## src/rtl/mul_seq_unit.sv

```systemverilog
// Sequential radix-2 shift-add multiplier for RV32M MUL/MULH/MULHSU/MULHU.
// The EX stage stalls on mul_busy; mul_done pulses one cycle with a registered result.

`ifndef MUL_SEQ_UNIT_DEFS
`define MUL_SEQ_UNIT_DEFS
`define DATA_BUS      31:0
`define FUNCT_BUS     2:0
`define FUNCT_MUL     3'b000
`define FUNCT_MULH    3'b001
`define FUNCT_MULHSU  3'b010
`define FUNCT_MULHU   3'b011
`endif

module mul_seq_unit #(
  parameter int unsigned ITER = 32
) (
  input  logic              clk,
  input  logic              rst_n,
  input  logic [`FUNCT_BUS] funct,
  input  logic              mul_en,
  input  logic              mul_flush,
  input  logic [`DATA_BUS]  operand_1,
  input  logic [`DATA_BUS]  operand_2,
  output logic              mul_busy,
  output logic              mul_done,
  output logic [`DATA_BUS]  result
);

  localparam int unsigned CNT_W = $clog2(ITER);

  typedef enum logic [1:0] {
    S_IDLE = 2'd0,
    S_CALC = 2'd1,
    S_DONE = 2'd2
  } state_e;

  state_e             state_q, state_d;
  logic [CNT_W-1:0]   cnt_q, cnt_d;
  logic [63:0]        prod_q, prod_d;
  logic [31:0]        mcand_q, mcand_d;
  logic [31:0]        mplier_q, mplier_d;
  logic               neg_q, neg_d;
  logic               hi_q, hi_d;
  logic [31:0]        result_q, result_d;

  // Accept-time operand decode: signedness, magnitudes and result sign.
  logic               op1_signed, op2_signed, hi_sel;
  logic               op1_neg, op2_neg;
  logic [31:0]        mag_1, mag_2;
  logic               zero_op;

  always_comb begin
    op1_signed = 1'b0;
    op2_signed = 1'b0;
    hi_sel     = 1'b0;
    case (funct)
      `FUNCT_MULH: begin
        op1_signed = 1'b1;
        op2_signed = 1'b1;
        hi_sel     = 1'b1;
      end
      `FUNCT_MULHSU: begin
        op1_signed = 1'b1;
        hi_sel     = 1'b1;
      end
      `FUNCT_MULHU: begin
        hi_sel     = 1'b1;
      end
      default: begin
        hi_sel     = 1'b0;
      end
    endcase
  end

  // 0x80000000 negates to itself, which is exactly its 32-bit unsigned magnitude.
  assign op1_neg = op1_signed & operand_1[31];
  assign op2_neg = op2_signed & operand_2[31];
  assign mag_1   = op1_neg ? (~operand_1 + 32'd1) : operand_1;
  assign mag_2   = op2_neg ? (~operand_2 + 32'd1) : operand_2;
  assign zero_op = (operand_1 == 32'd0) || (operand_2 == 32'd0);

  // One iteration: conditional add into the upper half with a 33rd carry bit, then shift right.
  logic [32:0] step_sum;
  logic [63:0] prod_step;
  logic [63:0] final_prod;
  logic [31:0] final_res;

  assign step_sum   = {1'b0, prod_q[63:32]} + (mplier_q[0] ? {1'b0, mcand_q} : 33'd0);
  assign prod_step  = {step_sum, prod_q[31:1]};
  assign final_prod = neg_q ? (~prod_step + 64'd1) : prod_step;
  assign final_res  = hi_q ? final_prod[63:32] : final_prod[31:0];

  always_comb begin
    state_d  = state_q;
    cnt_d    = cnt_q;
    prod_d   = prod_q;
    mcand_d  = mcand_q;
    mplier_d = mplier_q;
    neg_d    = neg_q;
    hi_d     = hi_q;
    result_d = result_q;

    if (mul_flush) begin
      state_d = S_IDLE;
    end else begin
      case (state_q)
        S_IDLE: begin
          if (mul_en) begin
            mcand_d  = mag_1;
            mplier_d = mag_2;
            neg_d    = op1_neg ^ op2_neg;
            hi_d     = hi_sel;
            cnt_d    = '0;
            prod_d   = 64'd0;
            if (zero_op) begin
              state_d  = S_DONE;
              result_d = 32'd0;
            end else begin
              state_d  = S_CALC;
            end
          end
        end
        S_CALC: begin
          prod_d   = prod_step;
          mplier_d = mplier_q >> 1;
          cnt_d    = cnt_q + 1'b1;
          if (cnt_q == CNT_W'(ITER - 1)) begin
            state_d  = S_DONE;
            cnt_d    = '0;
            result_d = final_res;
          end
        end
        S_DONE: begin
          state_d = S_IDLE;
        end
        default: begin
          state_d = S_IDLE;
        end
      endcase
    end
  end

  always_ff @(posedge clk or negedge rst_n) begin
    if (!rst_n) begin
      state_q  <= S_IDLE;
      cnt_q    <= '0;
      prod_q   <= 64'd0;
      mcand_q  <= 32'd0;
      mplier_q <= 32'd0;
      neg_q    <= 1'b0;
      hi_q     <= 1'b0;
      result_q <= 32'd0;
    end else begin
      state_q  <= state_d;
      cnt_q    <= cnt_d;
      prod_q   <= prod_d;
      mcand_q  <= mcand_d;
      mplier_q <= mplier_d;
      neg_q    <= neg_d;
      hi_q     <= hi_d;
      result_q <= result_d;
    end
  end

  assign mul_busy = (state_q == S_CALC);
  assign mul_done = (state_q == S_DONE);
  assign result   = result_q;

endmodule

```

## config.mk

```make
export PLATFORM = sky130hd
export DESIGN_NAME = mul_seq_unit
export DESIGN_NICKNAME = d
export VERILOG_FILES = /design/src/rtl/mul_seq_unit.sv
export SDC_FILE = /design/constraint.sdc
export NUM_CORES = 1
export LEC_CHECK = 0
export ABC_CLOCK_PERIOD_IN_PS = 11600
export CAP_MARGIN = 20
export CORE_ASPECT_RATIO = 1.4
export CORE_UTILIZATION = 30
export CTS_CLUSTER_SIZE = 28
export DETAILED_ROUTE_END_ITERATION = 8
export PLACE_DENSITY = 0.46
export SLEW_MARGIN = 20
export SYNTH_ARGS = -nofsm -noshare
export SYNTH_HDL_FRONTEND = slang
export SYNTH_SLANG_ARGS = --single-unit
export TNS_END_PERCENT = 50
```

## constraint.sdc

```tcl
create_clock -name clk -period 11.6 [get_ports clk]
set_clock_uncertainty 0.1 [all_clocks]
set_input_delay 1.16 -clock clk [delete_from_list [all_inputs] [get_ports clk]]
set_output_delay 1.16 -clock clk [all_outputs]
set_load 0.05 [all_outputs]
```

==> results of run 1 <==
-- per-layer routing --
metal | share of wire | GRT usage | vias to the layer above
li1 | - | - | 5295
met1 | 0.41 | 0.2205 | 5084
met2 | 0.53 | 0.3441 | 187
met3 | 0.031 | 0.02831 | 58
met4 | 0.034 | 0.08408 | 0
met5 | 0 | 0 | -
-- metrics by stage --
step | cell area, µm² | std cells
4_1_cts | 13940 | 2042
6_report | 13940 | 2042
2_1_floorplan | 11880 | 1459
3_5_place_dp | 13350 | 2010
3_3_place_gp | 13350 | 2010
5_1_grt | 13940 | 2042
-- path summary, 6_finish.rpt --
kind | start | endpoint | slack [ns] | depth (start not counted)
worst max-delay path | mplier_q[0] | result[31] | 6.87 | 13
worst min-delay path | prod_q[32] | prod_q[32] | 0.38 | 2
min in group asynchronous | rst_n | mplier_q[22] | 0.58 | 1
max in group asynchronous | rst_n | neg_q | 8.86 | 3
worst min register to register | prod_q[32] | prod_q[32] | 0.38 | 2
worst max register to register | mplier_q[0] | result[31] | 6.87 | 13
-- sequential cells by signal, indices dropped and copies added, names as in the netlist --
register / cells
mplier_q: 32
cnt_q: 5
hi_q: 1
mcand_q: 32
neg_q: 1
result: 32
state_q: 2
prod_q: 63
-- synth_stat cells (16+ instances only) --
cell type    n  area [µm²]
a21oi_1    109       545.5
and2_1      40       250.2
clkbuf_1    70       262.8
dfrtp_1    168        4204
ha_1        37       462.9
inv_1       22       82.58
nand2_1    249       934.7
nand3_1     46       230.2
nand4_1     20       125.1
nor2_1     103       386.6
nor3_1      16       80.08
o21ai_0    165       825.8
o31ai_1     34       255.2
xnor2_1     59       516.8
xor2_1      78       683.2
-- cell families (layout without fill, tap and decap cells) --
logic type | Yosys count | count (layout) | synth area share
compound gates | 439 | 439 | 0.2323
xor+xnor | 140 | 140 | 0.1061
fa+ha+maj | 38 | 38 | 0.04066
buf+inv | 108 | 169 | 0.03550
flops | 168 | 168 | 0.3539
mux | 3 | 3 | 0.002528
simple gates | 563 | 563 | 0.2290
-- layout make-up --
type	instances	area, µm²
clock inverter	10	118.9
tap	522	653.1
fill	4107	24770
multi-input combinational	1183	7281
sequential	168	4205
clock buffer	22	474.2
timing repair buffer	115	1125
inverter	22	82.58
-- power by group through the flow --
stage	sequential (µW)	combinational [µW]	clock, µW
final	705	611	591
after global routing	715	676	629
after CTS	707	620	606
after detailed placement	717	617	0
after global placement	716	614	0
after floorplan	690	436	0
-- worst reg2reg max path: stages (launching register included) --
cell and delay (ns):
dfrtp_1 0.70, and2_1 0.32, ha_1 0.22, fa_1 0.45, a211oi_2 0.35, o211ai_2 0.23, a211o_1 0.42, o21ai_1 0.26
a21oi_1 0.13, xnor2_1 0.54, nand4_1 0.22, o41ai_2 0.34, xor2_1 0.18, o221ai_1 0.13
==> flow_metrics.tcl, run 1 <==
set metrics [dict create \
    p_leak_uw 0.005971 \
    post_cts_buffers 0 \
    grt_antenna_before_repair 0 \
    maxCapViolations 0 \
    routed_via_density 5.203 \
    grt_overflow 0 \
    seqPwrFrac 0.370 \
    status "finished, final reports clean" \
    hp-class "flop to flop" \
    worstPathRequired_ns 11.80 \
    numClockSinks 168 \
    diodes 0 \
    slew_headroom 0.3496 \
    dp_slack_ns 6.413 \
    cts_tree "built" \
    post_synth.cell_area_avg_um2 8.141 \
    ios 105 \
    cts.clk_slew.worst_paths_ns 0.07 \
    hold_viol 0 \
    path_buf_inv 0 \
    async_reset_ff_frac 1.000 \
    arrival_ns 4.93 \
    fin_nets 1616 \
    crit_path_max_incr_delay_ns 0.70 \
    cts_resized 0 \
    drc 0 \
    vdd_ir_drop_max_mv 0.07798 \
    cp_max_fo 33 \
    insertion_delay_ns 0.46 \
    crit_family "compound AO/OA/AOI/OAI gates" \
    start_util 0.3068 \
    finalSetupViolCount 0 \
    grt_max_degree 95 \
    ys_seq_area_frac 0.3539 \
    pwr-share-comb 0.320 \
    grt_pass1_vias 10469 \
    first_iter_violations 534 \
    wire_per_inst_um 18.25 \
    die_y_um 237.4 \
    swShare 0.3647 \
    crit_chain "and2_1, ha_1, fa_1, a211oi_2, o211ai_2, a211o_1, o21ai_1, a21oi_1, xnor2_1, nand4_1, o41ai_2, xor2_1, o221ai_1" \
    ys_warn_count 0 \
    pwr-share-clk 0.310 \
    worst_pin_slew_ns 0.9756 \
    area_growth_pct 17.36 \
    syn_area_um2 11880 \
    die_w_um 170.2 \
    syn_inst 1459 \
    gp_congestion 0.8603 \
    final_common_cell "nand2_1" \
    place.port_buffers 104 \
    end_kind "flop" \
    drive_gt1_frac 0.05329 \
    dieArea_um2 40400 \
    syn-num-nets 1568 \
    start_kind "flop" \
    track_usage 0.1907 \
    p_per_area_nw_per_um2 136.8 \
    clock_path_buffers 2 \
    htree_num_levels 4 \
    cpMaxStageDelayCell "dfrtp_1" \
    cts_root_buffer "clkbuf_16" \
    dp_hpwl_mm 28.17 \
    ys_ff_latch 168 \
    drtPass1Iterations 6 \
    setup-tns-final_ns 0 \
    grt_pass1_wl_mm 59.09 \
    synth_cell_types 90 \
    cts_buffers 17 \
    wl_mm 37.26 \
    final_cell_mix "nand2_1 (248), dfrtp_1 (167), o21ai_0 (164), a21oi_1 (109)" \
    period_share 0.4082 \
    utilization 0.3601 \
    layout_min_cycle_time_ns 4.735 \
    cts_hold_buf 0 \
    std_cell_rows 85 \
    vias 10624 \
    switchingPower_uw 695.6 \
    timing.fmax_mhz 211.2 \
    drtAntennaViolNets 0 \
    core_area_um2 38710 \
    p_int_uw 1212 \
    drv_slew 0 \
    finalWorstSetupSlack_ns 6.865 \
    holdWs_ns 0.3772 \
    power_uw 1907 \
    path_class "flop to flop" \
    grt_setup_unrepaired "no" \
    synth-edff-count 0 \
    synth_top_flop_cell "dfrtp_1" \
]
(Power assumes the default switching activity.)
==> inputs of run 2 (changes only) <==
ABC_CLOCK_PERIOD_IN_PS = 4650   (was 11600)
clock period = 4.65 ns   (was 11.6 ns; I/O delays follow)
==> run 2 against run 1 <==
  * Clock-buffer cell count unchanged
  * Maximum frequency up 9.4%
  * Utilization up 0.45 points
  * Clock power rose to 2.5 times the previous value
  * Cell area up 1.2%
  * Via count up 1.4%
  * Sequential power rose to 2.5 times the previous value
  * Sequential share of layout area down 0.37 points
  * Hold slack worse by 0.36 ns
  * Critical endpoint unchanged
  * Register-to-register slack worse by 6.5 ns
  * Global-route usage up 0.44 points
==> flow_metrics.tcl, run 2 (synthesis gave the netlist of run 1 again) <==
set metrics [dict create \
    status "finished, final reports clean" \
    slew_headroom 0.3080 \
    crit_path_max_incr_delay_ns 0.48 \
    setup-tns-final_ns 0 \
    grt_max_degree 94 \
    start_kind "flop" \
    regMostFlops "prod_q" \
    drv_slew 0 \
    area_growth_pct 18.82 \
    final_cell_mix "nand2_1 (248), dfrtp_1 (167), o21ai_0 (164), a21oi_1 (109)" \
    rr_worst_depth 13 \
    drc 0 \
    path_buf_inv 0 \
    maxCapViolations 0 \
    numClockSinks 168 \
    layout_min_cycle_time_ns 4.328 \
    seq_area_um2 4205 \
    largest_reg_flops 63 \
    cts_root_buffer "clkbuf_16" \
    start_util 0.3068 \
    dp_hpwl_mm 29.19 \
    htree_num_levels 4 \
    final_common_cell "nand2_1" \
    vias 10768 \
    p_leak_uw 0.006073 \
    ios 105 \
    cts_tree "built" \
    die_y_um 237.4 \
    diodes 0 \
    n_fill_cell 4128 \
    post_cts_buffers 0 \
    cts_buffers 17 \
    core_area_um2 38710 \
    cts.clk_slew.worst_paths_ns 0.06 \
    cp_max_fo 14 \
    vdd_ir_drop_max_mv 0.1629 \
    clock_path_buffers 2 \
    first_iter_violations 577 \
    finalSetupViolCount 0 \
    grt_setup_unrepaired "no" \
    hold_viol 0 \
    path_class "flop to flop" \
    arrival_ns 4.53 \
    track_usage 0.1951 \
    cpMaxStageDelayCell "dfrtp_1" \
    worstPathRequired_ns 4.85 \
    grt_antenna_before_repair 0 \
    timing.fmax_mhz 231.0 \
    cts_hold_buf 0 \
    r2r_start "mplier_q[0]" \
    p_per_area_nw_per_um2 341.4 \
    grt_pass1_vias 10671 \
    routed_via_density 5.232 \
    worst_pin_slew_ns 1.036 \
    drtAntennaViolNets 0 \
    dieArea_um2 40400 \
    place.port_buffers 104 \
    std_cell_rows 85 \
    hp-class "input port to asynchronous set/reset pin" \
    grt_pass1_wl_mm 60.33 \
    cts_resized 0 \
    crit_chain "and2_1, ha_1, fa_1, a211oi_2, o21ai_1, a2111oi_2, a21oi_1, xnor2_2, and4_1, nand3_1, o41ai_2, xor2_1, o221ai_1" \
    fin_nets 1634 \
    crit_family "compound AO/OA/AOI/OAI gates" \
    drtPass1Iterations 5 \
    end_kind "flop" \
    gp_congestion 0.8968 \
    period_share 0.9308 \
    ff2ff_setup_slack_ns 0.32 \
    power_uw 4818 \
    insertion_delay_ns 0.46 \
    r2r_end "result[31]" \
    multiInputGateArea_um2 7281 \
    wire_per_inst_um 18.60 \
    die_w_um 170.2 \
    grt_overflow 0 \
    drive_gt1_frac 0.06250 \
    wl_mm 38.28 \
]
==> run 2: changes by cell type in the layout (fill, tap and decap cells not counted) <==
| cell | previous run | this run |
|---|---|---|
| buf_4 | 11 | 26 |
| buf_12 | 0 | 2 |
| clkinv_4 | 2 | 0 |
| buf_16 | 0 | 1 |
| bufinv_16 | 2 | 3 |
| clkbuf_1 | 2 | 3 |
| clkbuf_8 | 3 | 2 |
| inv_6 | 1 | 0 |
==> run 2: through the flow <==
step / cell area [µm²] / std cells / hold slack [ns] / util / setup slack (ns)
3_3_place_gp: 13500 / 2027 / 0.3571 / 0.3487 / 0.4219
2_1_floorplan: 11880 / 1459 / 0.06941 / - / 0.7707
6_report: 14110 / 2058 / 0.01351 / 0.3646 / 0.3218
5_1_grt: 14110 / 2058 / 0.08908 / 0.3646 / 0.04008
4_1_cts: 14090 / 2057 / 0.05938 / 0.3639 / 0.3175
3_5_place_dp: 13500 / 2027 / 0.3649 / 0.3487 / 0.3198
==> run 2: area by class of cell <==
| type | instances | share of cell area |
|---|---|---|
| multi-input cells | 1183 | 0.5159 |
| flip-flops and latches | 168 | 0.2980 |
| repair buffers | 133 | 0.09246 |
| well taps | 522 | 0.04628 |
| clock buffers | 22 | 0.03289 |
| clock inverters | 8 | 0.008688 |
| inverters | 22 | 0.005851 |
==> run 2: routing by layer <==
layer | vias up | share of wire | wire length, µm | track usage
li1 | 5326 | - | - | -
met1 | 5191 | 0.40 | 15370 | 0.2240
met2 | 202 | 0.54 | 20520 | 0.3574
met3 | 49 | 0.030 | 1130 | 0.02514
met4 | 0 | 0.033 | 1256 | 0.08490
met5 | - | 0 | 0 | 0
==> run 2: worst register-to-register path: stages (launching register included) <==
cell	delay, ns
dfrtp_1	0.48
and2_1	0.19
ha_1	0.24
fa_1	0.45
a211oi_2	0.31
o21ai_1	0.23
a2111oi_2	0.47
a21oi_1	0.22
xnor2_2	0.28
and4_1	0.34
nand3_1	0.14
o41ai_2	0.36
xor2_1	0.23
o221ai_1	0.15
==> run 2: worst max-delay path by stage <==
| stage | from | endpoint | slack, ns | cells after the start |
|---|---|---|---|---|
| floorplan | mplier_q[0] | result[29] | 0.77 | 14 |
| global placement | mplier_q[0] | result[31] | 0.42 | 12 |
| global route | mplier_q[0] | result[31] | 0.04 | 13 |
| finish | mplier_q[0] | result[31] | 0.32 | 13 |
| CTS | mplier_q[0] | result[31] | 0.32 | 13 |
| detailed placement | mplier_q[0] | result[31] | 0.32 | 13 |
==> run 2: power breakdown <==
part / switching (µW) / total [µW] / internal [µW] / leakage [µW]
registers: 137 / 1770 / 1630 / 0.00224
logic: 969 / 1570 / 600 / 0.00355
clock network: 617 / 1480 / 865 / 0.000278
==> inputs of run 3 (changes only) <==
CTS_CLUSTER_DIAMETER = 80   (was not set)
REMOVE_ABC_BUFFERS = 1   (was not set)
==> run 3 against run 2 <==
  * The flow now finishes with violations (hold timing)
  * Power up 1.3%
  * Utilization rose by 0.15 points
  * Worst setup slack got worse by 0.022 ns
  * Combinational power is essentially flat
  * Clock power grew 3%
  * Critical endpoint unchanged
==> flow_metrics.tcl, run 3 (synthesis gave the netlist of run 1 again) <==
set metrics [dict create \
    track_usage 0.1934 \
    fin_nets 1636 \
    cts_buffers 17 \
    drtAntennaViolNets 0 \
    hp-class "input port to asynchronous set/reset pin" \
    worstPathRequired_ns 4.85 \
    grt_antenna_before_repair 0 \
    maxCapViolations 0 \
    final_cell_mix "nand2_1 (248), dfrtp_1 (167), o21ai_0 (164), a21oi_1 (109), clkdlybuf4s50_1 (103)" \
    arrival_ns 4.55 \
    die_y_um 237.4 \
    power_uw 4883 \
    die_w_um 170.2 \
    setup-tns-final_ns 0 \
    cts_tree "built" \
    regMostFlops "prod_q" \
    drtPass1Iterations 5 \
    place.port_buffers 104 \
    wl_met1_mm 15.24 \
    core_area_um2 38710 \
    vias 10620 \
    drc 0 \
    final_common_cell "nand2_1" \
    dr_wl_met3_mm 1.078 \
    drv_slew 0 \
    grt_max_degree 87 \
    gp_congestion 0.8750 \
    largest_reg_flops 63 \
    first_iter_violations 588 \
    end_kind "flop" \
    timing.fmax_mhz 229.9 \
    htree_num_levels 4 \
    status "finished with violations" \
    violations "hold timing" \
    path_class "flop to flop" \
    p_per_area_nw_per_um2 344.6 \
    layout_min_cycle_time_ns 4.350 \
    drive_gt1_frac 0.06818 \
    dieArea_um2 40400 \
    highest_layer "met4" \
    finalWorstSetupSlack_ns 0.2997 \
    worst_pin_slew_ns 0.9145 \
    start_util 0.3068 \
    grt_setup_unrepaired "no" \
    routed_via_density 5.150 \
    cts_hold_buf 0 \
    numClockSinks 168 \
    dp_slack_ns 0.2805 \
    hold_viol 3 \
    std_cell_rows 85 \
    insertion_delay_ns 0.45 \
    wl_mm 37.63 \
    start_kind "flop" \
    cts.clk_slew.worst_paths_ns 0.06 \
    cts_root_buffer "clkbuf_16" \
    wire_per_inst_um 18.25 \
    ios 105 \
    dr_wl_met2_mm 20.29 \
    vdd_ir_drop_max_mv 0.1674 \
    grt_overflow 0 \
    n_fill_cell 4115 \
    grt_pass1_wl_mm 59.93 \
    holdWs_ns -0.02306 \
    p_leak_uw 0.006094 \
    dp_hpwl_mm 28.93 \
    post_cts_buffers 0 \
    cp_max_fo 20 \
    diodes 0 \
    finalSetupViolCount 0 \
    grt_pass1_vias 10679 \
    period_share 0.9356 \
    slew_headroom 0.3900 \
    clock_path_buffers 2 \
    area_growth_pct 19.30 \
]
-- run 3: cell types whose count changed in the layout (fill, tap and decap cells not counted), sizes merged --
cell	change
buf	+2
bufinv	-1
clkbuf	+2
inv	+1
-- run 3: area by class of cell --
class / instances / area (µm²) / share of cell area
clock buffer: 24 / 521.8 / 0.03682
clock inverter: 8 / 108.9 / 0.007682
inverter: 22 / 82.58 / 0.005828
multi-input combinational: 1183 / 7298 / 0.5151
sequential: 168 / 4205 / 0.2968
tap: 522 / 653.1 / 0.04609
timing repair buffer: 135 / 1300 / 0.09174
-- run 3: worst max-delay path: stages (launching register included) --
cell	delay, ns
dfrtp_1	0.56
buf_4	0.28
and2_1	0.15
ha_1	0.23
a21oi_1	0.37
o21ai_0	0.39
a2111oi_4	0.45
a21oi_1	0.19
xnor2_2	0.25
and4_1	0.34
nand3_1	0.14
o41ai_2	0.36
xor2_1	0.24
o221ai_1	0.15
-- run 3: report_power, final --
part	leakage (µW)	switching, µW	internal (µW)	total [µW]
Sequential	0.00224	133	1630	1760
Combinational	0.00355	994	601	1600
Clock	0.000301	630	895	1530
-- run 3: worst paths after layout --
check / startpoint / end / slack [ns] / depth (start not counted)
setup / recovery: mplier_q[0] / result[31] / 0.30 / 13
hold / removal: rst_n / mplier_q[8] / -0.02 / 1
setup reg to reg: mplier_q[0] / result[31] / 0.30 / 13
hold reg to reg: mcand_q[25] / mcand_q[25] / 0.38 / 2
max in group asynchronous: rst_n / neg_q / 3.46 / 2
min in group clk: mcand_q[25] / mcand_q[25] / 0.38 / 2
-- run 3: metrics by stage --
step                utilization  cells  instance area (µm²)
finish                   0.3660   2062                14170
global route             0.3660   2062                14170
CTS                      0.3656   2062                14150
detailed placement       0.3494   2030                13520
global placement         0.3494   2030                13520
floorplan                     -   1373                11540
-- run 3: layer usage --
metal	vias to the layer above	global-route usage
li1	5325	-
met1	5094	0.2162
met2	152	0.3629
met3	49	0.03114
met4	0	0.07016
met5	-	0
-- run 3: repair_timing --
item,CTS,global route
setup endpoints to repair,0,1
gates resized for setup,0,2
hold endpoints to repair,0,0
==> variant: new RTL, settings of run 2 <==
The 3 states of `state_e` get a one-hot encoding in 3 bits.
--- a/src/rtl/mul_seq_unit.sv
+++ b/src/rtl/mul_seq_unit.sv
@@ -28,10 +28,10 @@
 
   localparam int unsigned CNT_W = $clog2(ITER);
 
-  typedef enum logic [1:0] {
-    S_IDLE = 2'd0,
-    S_CALC = 2'd1,
-    S_DONE = 2'd2
+  typedef enum logic [2:0] {
+    S_IDLE = 3'b001,
+    S_CALC = 3'b010,
+    S_DONE = 3'b100
   } state_e;
 
   state_e             state_q, state_d;
Behaviour: no difference found for any inputs over 10 cycles, from zero or initial values and one cycle with rst_n low; not proved beyond that.
==> variant against run 2 <==
- sequential cell count is 1 higher
- power up 4.7%
- non-clock buffer count is 11 higher
- routed wire length fell by 8.4%
- cell area down 2.1%
- worst setup slack got worse by 0.18 ns
- via count down 5.2%
- area after synthesis down 3.0%
==> variant: results (changes against run 2) <==
cts bufs inserted 17 (unchanged); first-pass GRT wire length 56.9 mm (-5.7%); post-detail-place hpwl 26.5 mm (-9.1%); Netlist cell types 77 (-14%); yosys warns 0 (unchanged); status complete, no violations; Most used DFF post-synth dfrtp_1; largest net degree at the start of global routing 126 (+34%); fin cells 1941 (-5.7%); Inserted Diodes 0 (unchanged); Largest register FFs 63 (unchanged); GRT Util Overall 18.6% (-0.95 points); Port-buffer cells 104 (unchanged); CTS HTree Levels 4 (unchanged); Slew Viols, Final 0 (unchanged); CTS clk-pin slew, worst paths 0.08 ns (+0.02 ns); critical path's largest stage delay 0.49 ns; Crit-path slowest cell o41ai_1; layout cells sized above 1 7.02% (+0.77 points); Synth Instances 1368 (-6.2%); post-synthesis sequential area ratio 36.7% (+1.3 points); Post-synth ARST share 100% (unchanged); Via Count 10200 (-5.2%); Critical Path AT 4.73 ns (+0.20 ns); Max Buffers Root-to-Sink 2 (unchanged); top fanout value on the critical path 31 (+17); Nets 1564 (-4.3%); routability cong. 0.872 (-2.8%); Synth area leaders dfrtp_1 36%, o21ai_0 6.5%, nand2_1 5.9%, xnor2_1 5.7%, xor2_1 5.1%; Hold Crit Class reg2reg; initial antenna violation count 0 (unchanged); Worst-Skew Late Latency 0.46 ns (about the same); Post-synth top cells 181 x nand2_1, 168 x dfrtp_1, 150 x o21ai_0; Biggest register prod_q; net count after synthesis 1477 (-5.8%); Slew @ Worst Pin 0.815 ns (-0.221 ns); maximum ir drop on the vdd rail 0.000258 V (+59%); GRT overflow 0 (unchanged); DR pass1 iterations 4 (-1); detailed-route wire length 35.1 mm (-8.4%); # resized after CTS 0 (unchanged); P_leak 5.92 nW (-2.5%); Starting DRT DRC Count 483 (-16%); Root Buffer clkbuf_16
-- variant: cell types whose count changed after synthesis, moves of 7 or more --
cell	before	now
nor3_1	16	23
xnor2_1	59	75
nor2_1	103	89
o211ai_1	11	4
nor4_1	9	18
o21ai_0	165	150
xor2_1	78	67
or3_1	14	26
a22o_1	14	54
nand2_1	249	181
buf_2	10	2
nand3_1	46	19
clkbuf_1	70	63
nand4_1	20	8
-- variant: layout make-up --
cell class / count / area (µm²)
fill: 3892 / 23900
multi-input combinational: 1100 / 6940
sequential: 169 / 4230
timing repair buffer: 144 / 1360
tap: 473 / 592
clock buffer: 18 / 439
clock inverter: 14 / 174
inverter: 23 / 86.3
-- variant: logic make-up after synthesis --
logic type      synth area share [%]
compound gates                  24.6
xor+xnor                        10.9
fa+ha+maj                       4.19
buf+inv                         3.31
flops                           36.7
mux                            0.347
simple gates                    20.0
-- variant: power by group --
group          leakage, nW  total, W  switching, W  internal [W]
Clock                0.303   0.00151      0.000717      0.000789
Combinational         3.37   0.00174       0.00108      0.000666
Sequential            2.24   0.00179      0.000129       0.00166
Total                 5.92   0.00504       0.00192       0.00312
-- variant: worst paths after layout --
path | slack [ns] | depth (start not counted) | to | start
setup / recovery | 0.14 | 13 | result[26] | mplier_q[0]
max in group asynchronous | 3.01 | 3 | prod_q[57] | rst_n
setup reg to reg | 0.14 | 13 | result[26] | mplier_q[0]
min in group asynchronous | 0.40 | 2 | result[5] | rst_n
hold / removal | 0.38 | 2 | mcand_q[21] | mcand_q[21]
hold reg to reg | 0.38 | 2 | mcand_q[21] | mcand_q[21]
-- variant: layer usage --
| layer | vias to the layer above | GRT usage [%] | wire (µm) |
|---|---|---|---|
| met5 | - | 0 | 0 |
| met2 | 149 | 33.1 | 17700 |
| li1 | 5106 | - | - |
| met3 | 35 | 2.28 | 834 |
| met4 | 0 | 6.59 | 688 |
| met1 | 4914 | 23.0 | 15900 |
-- variant: stage by stage --
stage / utilization [%] / worst slack (ns) / TNS, ns / area, µm²
3_3_place_gp: 35.0 / 0.254 / 0 / 13200
6_report: 36.6 / 0.140 / 0 / 13800
3_5_place_dp: 35.0 / 0.156 / 0 / 13200
2_1_floorplan: - / 0.406 / 0 / 11500
4_1_cts: 36.6 / 0.111 / 0 / 13800
5_1_grt: 36.6 / -0.00226 / -0.00226 / 13800
-- variant: what timing repair did --
action	in CTS	in global routing
endpoints found under the hold margin	44	0
endpoints found under the setup margin	0	4
hold buffers	1	0
setup buffers	0	1
-- variant: critical path, delay by kind of cell, from the launching register on --
kind	cells	cell delay (ns)
AO/OA/AOI/OAI	7	2.31
buffers and inverters	1	0.22
flip-flops	1	0.39
XOR/XNOR	1	0.24
adder cells (fa/ha/maj)	1	0.44
AND/OR/NAND/NOR	3	0.66
